File: src/rtl/dma_priority_arbiter.sv
// dma_priority_arbiter: N-channel DMA request arbiter with HRQ/HLDA hold sequencing and mode-based bus release
module dma_priority_arbiter #(
    parameter int NUM_CH = 4,
    parameter int RELEASE_CYCLES = 1,
    localparam int CH_W = $clog2(NUM_CH)
) (
    input  logic                CLK,
    input  logic                RESET_N,
    input  logic [NUM_CH-1:0]   DREQ,
    input  logic                dreqActiveLow,
    input  logic                priorityType,
    input  logic [NUM_CH-1:0]   maskReg,
    input  logic [NUM_CH-1:0]   swRequestSet,
    input  logic [2*NUM_CH-1:0] modeSel,
    input  logic                HLDA,
    input  logic                transferDone,
    input  logic                eop,
    output logic                HRQ,
    output logic [NUM_CH-1:0]   DACK,
    output logic                grantValid,
    output logic [CH_W-1:0]     activeChannel,
    output logic [NUM_CH-1:0]   requestStatus
);
    localparam int CNT_W = $clog2(RELEASE_CYCLES + 1);
    localparam logic [1:0] IDLE = 2'd0, REQ = 2'd1, GRANT = 2'd2, RELEASE = 2'd3;
    logic [1:0]        state;
    logic [CH_W-1:0]   top_ch;
    logic [CH_W-1:0]   winner;
    logic [CH_W-1:0]   next_top;
    logic [CNT_W-1:0]  rel_cnt;
    logic [NUM_CH-1:0] eff;
    logic [NUM_CH-1:0] act_oh;
    logic [NUM_CH-1:0] clr;
    logic [1:0]        mode;
    logic              release_now;
    int                idx;
    assign eff = ((DREQ ^ {NUM_CH{dreqActiveLow}}) | requestStatus) & ~maskReg;
    assign mode = modeSel[{activeChannel, 1'b0} +: 2];
    assign release_now = eop | (transferDone & (mode[0] | (mode == 2'b00 & ~eff[activeChannel])));
    assign next_top = (int'(activeChannel) == NUM_CH - 1) ? '0 : activeChannel + 1'b1;
    assign clr = (state == GRANT && HLDA && eop) ? act_oh : '0;
    assign HRQ = (state == REQ) || (state == GRANT);
    assign DACK = (state == GRANT) ? act_oh : '0;
    assign grantValid = |DACK;
    // one-hot decode of the granted channel
    always_comb begin
        act_oh = '0;
        act_oh[activeChannel] = 1'b1;
    end
    // scan from highest to lowest search offset so the first hit in priority order is the last written
    always_comb begin
        winner = '0;
        idx = 0;
        for (int k = NUM_CH - 1; k >= 0; k--) begin
            idx = priorityType ? int'(top_ch) + k : k;
            idx = (idx >= NUM_CH) ? idx - NUM_CH : idx;
            if (eff[idx]) winner = CH_W'(idx);
        end
    end
    // hold-request sequencer: idle -> request -> grant -> release
    always_ff @(posedge CLK or negedge RESET_N) begin
        if (!RESET_N) begin
            state <= IDLE;
            activeChannel <= '0;
            top_ch <= '0;
            rel_cnt <= '0;
        end else begin
            case (state)
                IDLE: begin
                    if (rel_cnt != '0) rel_cnt <= rel_cnt - 1'b1;
                    else if (|eff) state <= REQ;
                end
                REQ: begin
                    if (HLDA) begin
                        state <= (|eff) ? GRANT : IDLE;
                        if (|eff) activeChannel <= winner;
                    end
                end
                GRANT: begin
                    if (!HLDA) state <= IDLE;
                    else if (release_now) begin
                        state <= RELEASE;
                        rel_cnt <= CNT_W'(RELEASE_CYCLES - 1);
                        if (priorityType) top_ch <= next_top;
                    end
                end
                default: state <= IDLE;
            endcase
        end
    end
    // software request latches; a new set beats a simultaneous eop clear
    always_ff @(posedge CLK or negedge RESET_N) begin
        if (!RESET_N) requestStatus <= '0;
        else requestStatus <= (requestStatus & ~clr) | swRequestSet;
    end
endmodule

File: config.mk
export PLATFORM = sky130hd
export DESIGN_NAME = dma_priority_arbiter
export DESIGN_NICKNAME = d
export VERILOG_FILES = /design/src/rtl/dma_priority_arbiter.sv
export SDC_FILE = /design/constraint.sdc
export NUM_CORES = 1
export LEC_CHECK = 0
export CAP_MARGIN = 30
export CORE_MARGIN = 5
export CORE_UTILIZATION = 45
export CTS_CLUSTER_DIAMETER = 30
export DETAILED_ROUTE_END_ITERATION = 10
export GPL_TIMING_DRIVEN = 0
export HOLD_SLACK_MARGIN = 0.06
export PLACE_DENSITY = 0.85
export RECOVER_POWER = 50
export SLEW_MARGIN = 20
export SYNTH_ARGS = -nofsm -noshare
export SYNTH_HDL_FRONTEND = slang
export SYNTH_SLANG_ARGS = --single-unit
export TNS_END_PERCENT = 100
File: constraint.sdc
create_clock -name CLK -period 5.9 [get_ports CLK]
set_input_delay 1.77 -clock CLK [delete_from_list [all_inputs] [get_ports CLK]]
set_output_delay 1.77 -clock CLK [all_outputs]
set_load 0.05 [all_outputs]
==> results.cfg <==
[power_and_ir_drop]
peakVddDrop_uv = 277
post-layout-total-power_mw = 0.485
power_density_mw_per_mm2 = 361
power.static_leakage_nw = 0.570

[global_route]
grt_max_degree = 11
grt_remaining_overflow = 0
first_global_vias = 955
grt_first_pass_wirelength_mm = 4.24
globalRouteTotalUtil_pct = 20.2
grt_antenna_before_repair = 0

[sta]
final_period_minus_worst_setup_slack_ns = 4.37
worst_pin_slew_ns = 0.511
totalNegativeSetupSlack_ns = 0
setup_violations = 0
worst_hold_slack_ns = 0.535
finalHoldViolCount = 0
timing.max_slew.rel_slack_pct = 65.9
achievable-frequency_ghz = 0.229
final_max_slew_viol_count = 0
rsz0062_at_grt = false
post-route-period-util_pct = 74.1
worst_clock_skew_ns = 0.00577

[detailed_routing]
route.antenna.remaining_nets = 0
avgViaCountPerCell = 5.65
1st_iter_drt_viols = 33
route.final.wire_length_mm = 2.62
routed-via-count = 971
average_wire_per_standard_cell_um = 15.2
drc = 0
number_of_optimization_iterations_in_the_first_detailed_route_pass = 4

[layout]
num-nets-final = 182
drive_above_1_share_pct = 6.90
n_antenna_cell = 0
final_core_utilization_pct = 69.1
layout-area-overhead-vs-synth_pct = 48.2
finish.instance_area_mm2 = 0.00134

[floorplanning]
io-pin-count = 39
core.rowCount = 16
floorplan.die.width_um = 54.9
initial_utilization_pct = 46.6
die_area_mm2 = 0.00301
floorplan.die.height_um = 54.9
design.core.area_mm2 = 0.00194

[cts]
htree_depth = 1
numClockSinks = 10
postCtsSetupBuffers = 0
resized_after_cts = 0
path_clk_slew_ns = 0.07
worst_skew_pair.late_latency_ns = 0.26
cts-root-to-sink-buffers = 2
cts_made_buffers = 3
clk_root_buffer_cell = clkbuf_4
holdBufCountCts = 0
cts_tree = done

[placed_design]
dpl_cell_area_mm2 = 0.00132
port_buffers = 38
gp_congestion = 0.834
dpl.hpwl_mm = 2.25

[yosys]
synth_seq_area_share_pct = 27.6
synth_fp_nets = 139
mappedNetlistArea_um2 = 906
synth_enable_flop_cells = 0
ys_types = 39
synthArstFlopShare_pct = 100
syn-instance-count = 104
ys_seq_elements = 10
synth-main-ff-cell = dfrtp_1
synth-warning-count = 0
postSynthAreaPerCell_um2 = 8.71

[critical_path]
critPathLaunchType = flop
cp.arrival_ns = 2.60
timing.setup.critical_path_class = reg -> out
critPathRequiredTime_ns = 4.13
crit_path_end_kind = output pin
worst_path_maximum_fanout = 8

[flow_run]
maxCapViolCount = 0

[status]
status = complete, no violations

[hold_path]
hp-class = reg -> reg
area by class of cell:
type,count,area (um^2)
Tap cell,27,33.8
Timing Repair Buffer,38,380
Multi-Input combinational cell,83,601
Fill cell,157,599
Clock buffer,3,22.5
Sequential cell,10,250
Buffer,1,3.75
Inverter,10,51.3
per-layer routing:
metal / part of all wire, % / GRT usage [%]
met1: 42 / 24.4
met2: 53 / 35.8
met3: 4.5 / 4.09
met4: 0.69 / 4.98
met5: 0 / 0
worst max-delay path: stages (launching register included):
cell,delay [ns]
dfrtp_1,0.50
bufinv_8,0.24
ha_1,0.19
and2_1,0.16
or4_1,0.52
clkdlybuf4s50_1,0.72
kinds of logic after synthesis:
group | count (synthesis) | share of synthesized area, %
compound gates | 32 | 25.6
xor+xnor | 4 | 3.87
fa+ha+maj | 8 | 11.1
buf+inv | 11 | 6.08
flops | 10 | 27.6
mux | 4 | 4.97
simple gates | 35 | 20.9
path summary, 6_finish.rpt:
check | slack [ns] | endpoint | startpoint | depth (start not counted)
worst max-delay path | 1.53 | grantValid | activeChannel[1]$_DFFE_PN0P_ | 5
worst min-delay path | 0.53 | requestStatus[1]$_DFF_PN0_ | requestStatus[1]$_DFF_PN0_ | 1
worst max register to register | 3.79 | state[1]$_DFFE_PN0P_ | activeChannel[1]$_DFFE_PN0P_ | 5
worst min register to register | 0.53 | requestStatus[1]$_DFF_PN0_ | requestStatus[1]$_DFF_PN0_ | 1
max in group asynchronous | 3.70 | state[1]$_DFFE_PN0P_ | RESET_N | 1
min in group asynchronous | 1.88 | requestStatus[2]$_DFF_PN0_ | RESET_N | 1
Yosys cell counts (2+ instances only):
cell	instances	share of area [%]
dfrtp_1	10	28
inv_1	9	3.7
ha_1	8	11
a21oi_1	7	3.9
nand2_1	7	2.9
nor2_1	6	2.5
a21o_1	5	4.1
and2_1	4	2.8
nor3_1	4	2.2
o21ai_0	4	2.2
a31oi_1	3	2.1
mux2_1	3	3.7
nor2b_1	3	2.1
nand3_1	2	1.1
o22ai_1	2	1.4
or2_2	2	1.4
xnor2_1	2	1.9
xor2_1	2	1.9
power breakdown:
group          internal, mW  switching, mW
combinational         0.133          0.185
clock                0.0236         0.0235
sequential           0.0891         0.0301
flip-flops by register name (all words and copies together), names as in the netlist:
register / flops
top_ch: 2
state: 2
requestStatus: 4
activeChannel: 2
stage by stage:
stage,std cells,setup slack [ns]
after global placement,169,1.84
after CTS,172,1.51
final,172,1.53
after global routing,172,1.42
after floorplan,104,1.81
after detailed placement,169,1.80
cells in the final DEF (no fill, tap or decap), types with 2 or more instances in the layout:
cell	count
a31oi_1	3
xor2_1	2
o21ai_0	4
clkdlybuf4s50_1	34
and2_1	4
a21o_1	5
nor2b_1	3
dfrtp_1	10
dlygate4sd3_1	4
nor2_1	6
nand2_1	7
clkbuf_4	3
or2_2	2
a21oi_1	7
ha_1	8
xnor2_1	2
o22ai_1	2
mux2_1	3
inv_1	9
nand3_1	2
nor3_1	4
Power figures use the tool's default switching activity.
==> edit 1 (config.mk and constraints unchanged) <==
`NUM_CH`: 4 -> 8.
--- a/src/rtl/dma_priority_arbiter.sv
+++ b/src/rtl/dma_priority_arbiter.sv
@@ -1,6 +1,6 @@
 // dma_priority_arbiter: N-channel DMA request arbiter with HRQ/HLDA hold sequencing and mode-based bus release
 module dma_priority_arbiter #(
-    parameter int NUM_CH = 4,
+    parameter int NUM_CH = 8,
     parameter int RELEASE_CYCLES = 1,
     localparam int CH_W = $clog2(NUM_CH)
 ) (
Interface: changed (7 resized); port bits go from 39 to 68. The function was not compared with the original's and may differ.
==> edit 1 against the unedited design <==
  * Sequential cell count is 6 higher
  * Routed wire length grew to 2.6 times the old value
  * Sequential power is 39% higher
  * Clock skew fell by 3.4 ps
  * Synthesized area increased by 130%
  * Largest power group unchanged
  * Worst setup slack gained 72 ps
  * Non-clock buffer count increased by 42
  * Total power rose by 120%
  * Design area is 120% higher
==> edit 1: results (changes against the unedited design) <==
- Root buffer cell: clkbuf_8 (was clkbuf_4)
- Worst Reg2Reg Path Length in Cells: 9 (was 5)
- Xor and xnor fraction of the mapped netlist area: 5.257% (was 3.867%)
- Critical path class: in2reg (was reg2out)
- Compound-gate portion of the synthesized area: 25.87% (was 25.55%)
- Synth top cells by count: 39 x nor2_1, 24 x nand2_1, 20 x mux2i_1, 16 x dfrtp_1, 12 x inv_1 (was 10 x dfrtp_1, 9 x inv_1, 8 x ha_1, 7 x a21oi_1, 7 x nand2_1)
- Mapped Nets: 313 (was 139)
- Total Nets Final: 384 (was 182)
- Status: finished, final reports clean (unchanged)
- Fin Clk Skew: 2.337 ps (was 5.766 ps)
- First-pass GRT wire length: 10.83 mm (was 4.236 mm)
- RD Place Congestion: 0.9598 (was 0.8338)
- Detail Placement HPWL: 5.447 mm (was 2.250 mm)
- Synth unique cells: 53 (was 39)
- Critical path arrival: 4480 ps (was 2600 ps)
- Reg-to-reg slack, setup: 3120 ps (was 3790 ps)
- Post-layout util: 61.96% (was 69.14%)
- Largest net degree at the start of global routing: 17 (was 11)
- Layout cells sized above 1: 10.09% (was 6.897%)
- Worst hold start: state[1] (was requestStatus[1])
- Static leakage: 1.186 nW (was 0.5697 nW)
- Mux cell area share after synthesis: 16.89% (was 4.972%)
- WHS Endpoint: state[1] (was requestStatus[1])
- Number of global-route vias before repair: 2178 (was 955)
- Synth top area cells: dfrtp_1 19%, mux2i_1 9.5%, nor2_1 6.9%, o21bai_4 5.3%, ha_1 4.7% (was dfrtp_1 28%, ha_1 11%, a21o_1 4.1%, a21oi_1 3.9%, inv_1 3.7%)
- Worst R2R End: activeChannel[1] (was state[1])
- Routed vias: 2255 (was 971)
- FF-to-FF Start: top_ch[0] (was activeChannel[1])
- Iter 0 DRT Violations: 181 (was 33)
- Overall routed net length: 6.728 mm (was 2.616 mm)
- Port bufs: 66 (was 38)
- Pre-CTS setup slack: 1371 ps (was 1801 ps)
- Fillers: 429 (was 157)
- Crit path max fanout: 10 (was 8)
edit 1: through the flow:
step | hold slack, ps | power (W) | instance area (um^2) | std cells
finish | 565.8 | 0.001088 | 2888 | 381
global route | 597.8 | 0.001162 | 2888 | 381
CTS | 563.5 | 0.001081 | 2888 | 381
detailed placement | 546.8 | 0.0009933 | 2846 | 378
global placement | 541.7 | 0.0009875 | 2846 | 378
floorplan | 505.9 | 0.0007772 | 2118 | 258
edit 1: worst max path at each step:
stage / from / to / slack [ps] / cells after the start
global placement: priorityType / activeChannel[1] / 1400 / 9
CTS: activeChannel[0] / DACK[1] / 1600 / 5
detailed placement: priorityType / activeChannel[1] / 1370 / 9
finish: priorityType / activeChannel[1] / 1600 / 9
global route: priorityType / activeChannel[1] / 1410 / 9
floorplan: activeChannel[0] / DACK[1] / 1730 / 4
edit 1: critical path, cell delays in order:
cell and delay (ps):
clkdlybuf4s50_1 520, inv_1 90, nor2_1 450, buf_2 330
mux2i_1 290, nand2b_1 200, nand2_1 130, or4b_1 550
o211ai_2 140
edit 1: metal layers:
| layer | GRT usage [%] | routed length [um] | vias to the layer above |
|---|---|---|---|
| met5 | 0 | 0 | - |
| li1 | - | - | 1075 |
| met3 | 1.835 | 464 | 18 |
| met1 | 28.49 | 2906 | 1060 |
| met2 | 36.50 | 3178 | 102 |
| met4 | 8.566 | 178 | 0 |
edit 1: layout make-up:
class | count | area share, %
inverters | 12 | 1.560
repair buffers | 66 | 22.88
plain buffers | 15 | 2.383
clock buffers | 3 | 1.430
multi-input cells | 215 | 55.55
well taps | 54 | 2.340
flip-flops and latches | 16 | 13.86
edit 1: cells by family (layout without fill, tap and decap cells):
logic type | count (synthesis) | in the layout
compound gates | 65 | 65
fa+ha+maj | 8 | 8
buf+inv | 27 | 96
flops | 16 | 16
simple gates | 101 | 101
mux | 30 | 30
xor+xnor | 11 | 11
edit 1: report_power, final:
part	internal, W	total [W]	switching, W
clock	0.0000454	0.0000843	0.0000389
combinational	0.000333	0.000839	0.000506
sequential	0.000137	0.000165	0.0000280
total	0.000516	0.00109	0.000573
==> edit 2 (same flow settings) <==
Without the edit above. Make the reset (`RESET_N`) synchronous in 2 clocked blocks.
--- a/src/rtl/dma_priority_arbiter.sv
+++ b/src/rtl/dma_priority_arbiter.sv
@@ -58,7 +58,7 @@
         end
     end
     // hold-request sequencer: idle -> request -> grant -> release
-    always_ff @(posedge CLK or negedge RESET_N) begin
+    always_ff @(posedge CLK) begin
         if (!RESET_N) begin
             state <= IDLE;
             activeChannel <= '0;
@@ -89,7 +89,7 @@
         end
     end
     // software request latches; a new set beats a simultaneous eop clear
-    always_ff @(posedge CLK or negedge RESET_N) begin
+    always_ff @(posedge CLK) begin
         if (!RESET_N) requestStatus <= '0;
         else requestStatus <= (requestStatus & ~clr) | swRequestSet;
     end
Check against the original RTL: differs if RESET_N is asserted again (counterexample within 4 cycles, from zero or initial values and one cycle with RESET_N low); with RESET_N held inactive, the same outputs for 10 cycles.
==> edit 2 against the unedited design <==
  * Synthesized cell count rose by 6.7%
  * Sequential cell count did not move
  * Combinational power is 36% lower
  * Design area fell by 0.93%
  * Worst setup slack worse by 80 ps
  * Total power fell by 26%
  * Die area decreased by 2.0%
  * Maximum frequency fell by 1.8%
  * Routed wire length grew 10%
  * Synthesized area shrank 2.5%
  * Largest power group unchanged
==> edit 2: results (changes against the unedited design) <==
- Number of global-route vias before repair: 958 (was 955)
- RD Place Congestion: 0.8197 (was 0.8338)
- Static leakage: 0.5284 nW (was 0.5697 nW)
- Syn_area_per_cell: 7.958 um^2 (was 8.710 um^2)
- Dpl cell area: 1297 um^2 (was 1320 um^2)
- Worst-skew pair later-pin latency: 280 ps (was 260 ps)
- Routed vias: 1007 (was 971)
- Fin Clk Skew: 7.401 ps (was 5.766 ps)
- Wire per inst: 16.03 um (was 15.21 um)
- Overall routed net length: 2.885 mm (was 2.616 mm)
- Layout cells sized above 1: 5.229% (was 6.897%)
- Grt met1 use: 25.86% (was 24.42%)
- Fillers: 163 (was 157)
- FF-to-FF Start: activeChannel[0] (was activeChannel[1])
- Reg-to-reg slack, setup: 3950 ps (was 3790 ps)
- Crit path max fanout: 9 (was 8)
- Worst hold start: top_ch[0] (was requestStatus[1])
- Status: finished, final reports clean (unchanged)
- Cell total after placement: 176 (was 169)
- Synth top cells by count: 13 x nor2_1, 10 x a21oi_1, 10 x dfxtp_1, 10 x inv_1, 8 x ha_1 (was 10 x dfrtp_1, 9 x inv_1, 8 x ha_1, 7 x a21oi_1, 7 x nand2_1)
- Synth async-reset ratio: 0% (was 100.0%)
- Slew headroom: 54.02% (was 65.85%)
- Pre-CTS setup slack: 1768 ps (was 1801 ps)
- Critical path arrival: 2680 ps (was 2600 ps)
- Synth top area cells: dfxtp_1 23%, ha_1 11%, a21oi_1 5.7%, nor2_1 5.5%, inv_1 4.2% (was dfrtp_1 28%, ha_1 11%, a21o_1 4.1%, a21oi_1 3.9%, inv_1 3.7%)
- Total Nets Final: 189 (was 182)
- Adder-Cell Fraction of Synth Area: 11.33% (was 11.05%)
- Hold slack: 542.1 ps (was 534.9 ps)
- GRT Overall Usage: 21.71% (was 20.16%)
- Met3 Resource Use GR: 4.905% (was 4.087%)
- Worst R2R End: top_ch[0] (was state[1])
- Iter 0 DRT Violations: 29 (was 33)
- Main synth FF type: dfxtp_1 (was dfrtp_1)
edit 2: changes by cell type after synthesis, moves of 3 or more:
cell,delta
a211oi_1,+4
a21oi_1,+3
a31oi_1,-3
a41o_1,+3
dfrtp_1,-10
dfxtp_1,+10
mux2_1,-3
nor2_1,+7
edit 2: layout make-up:
| type | instances | area (um^2) | share of cell area [%] |
|---|---|---|---|
| clock buffers | 4 | 36.28 | 2.728 |
| repair buffers | 38 | 380.4 | 28.60 |
| flip-flops and latches | 10 | 200.2 | 15.05 |
| well taps | 27 | 33.78 | 2.540 |
| inverters | 11 | 41.29 | 3.104 |
| multi-input cells | 90 | 638.1 | 47.98 |
edit 2: report_power, final:
| group | switching [W] | internal (W) |
|---|---|---|
| Sequential | 0.0000126 | 0.0000780 |
| Combinational | 0.000122 | 0.0000807 |
| Clock | 0.0000297 | 0.0000376 |
| Total | 0.000165 | 0.000196 |
edit 2: worst min-delay path: stages, from the launching register on:
cell	delay [ps]
dfxtp_1	350
o21ai_0	90
a21oi_1	60
edit 2: how the worst max path moves through the flow:
stage | cells past startpoint | to | slack [ps] | startpoint
finish | 5 | grantValid | 1450 | activeChannel[0]
global route | 5 | grantValid | 1320 | activeChannel[0]
CTS | 5 | grantValid | 1460 | activeChannel[0]
detailed placement | 5 | grantValid | 1770 | activeChannel[0]
global placement | 5 | grantValid | 1830 | activeChannel[0]
floorplan | 4 | grantValid | 1790 | activeChannel[0]
edit 2: per-layer routing:
metal,vias up,wire [um]
met3,3,181
met4,0,19
li1,495,-
met1,479,1186
met5,-,0
met2,30,1497
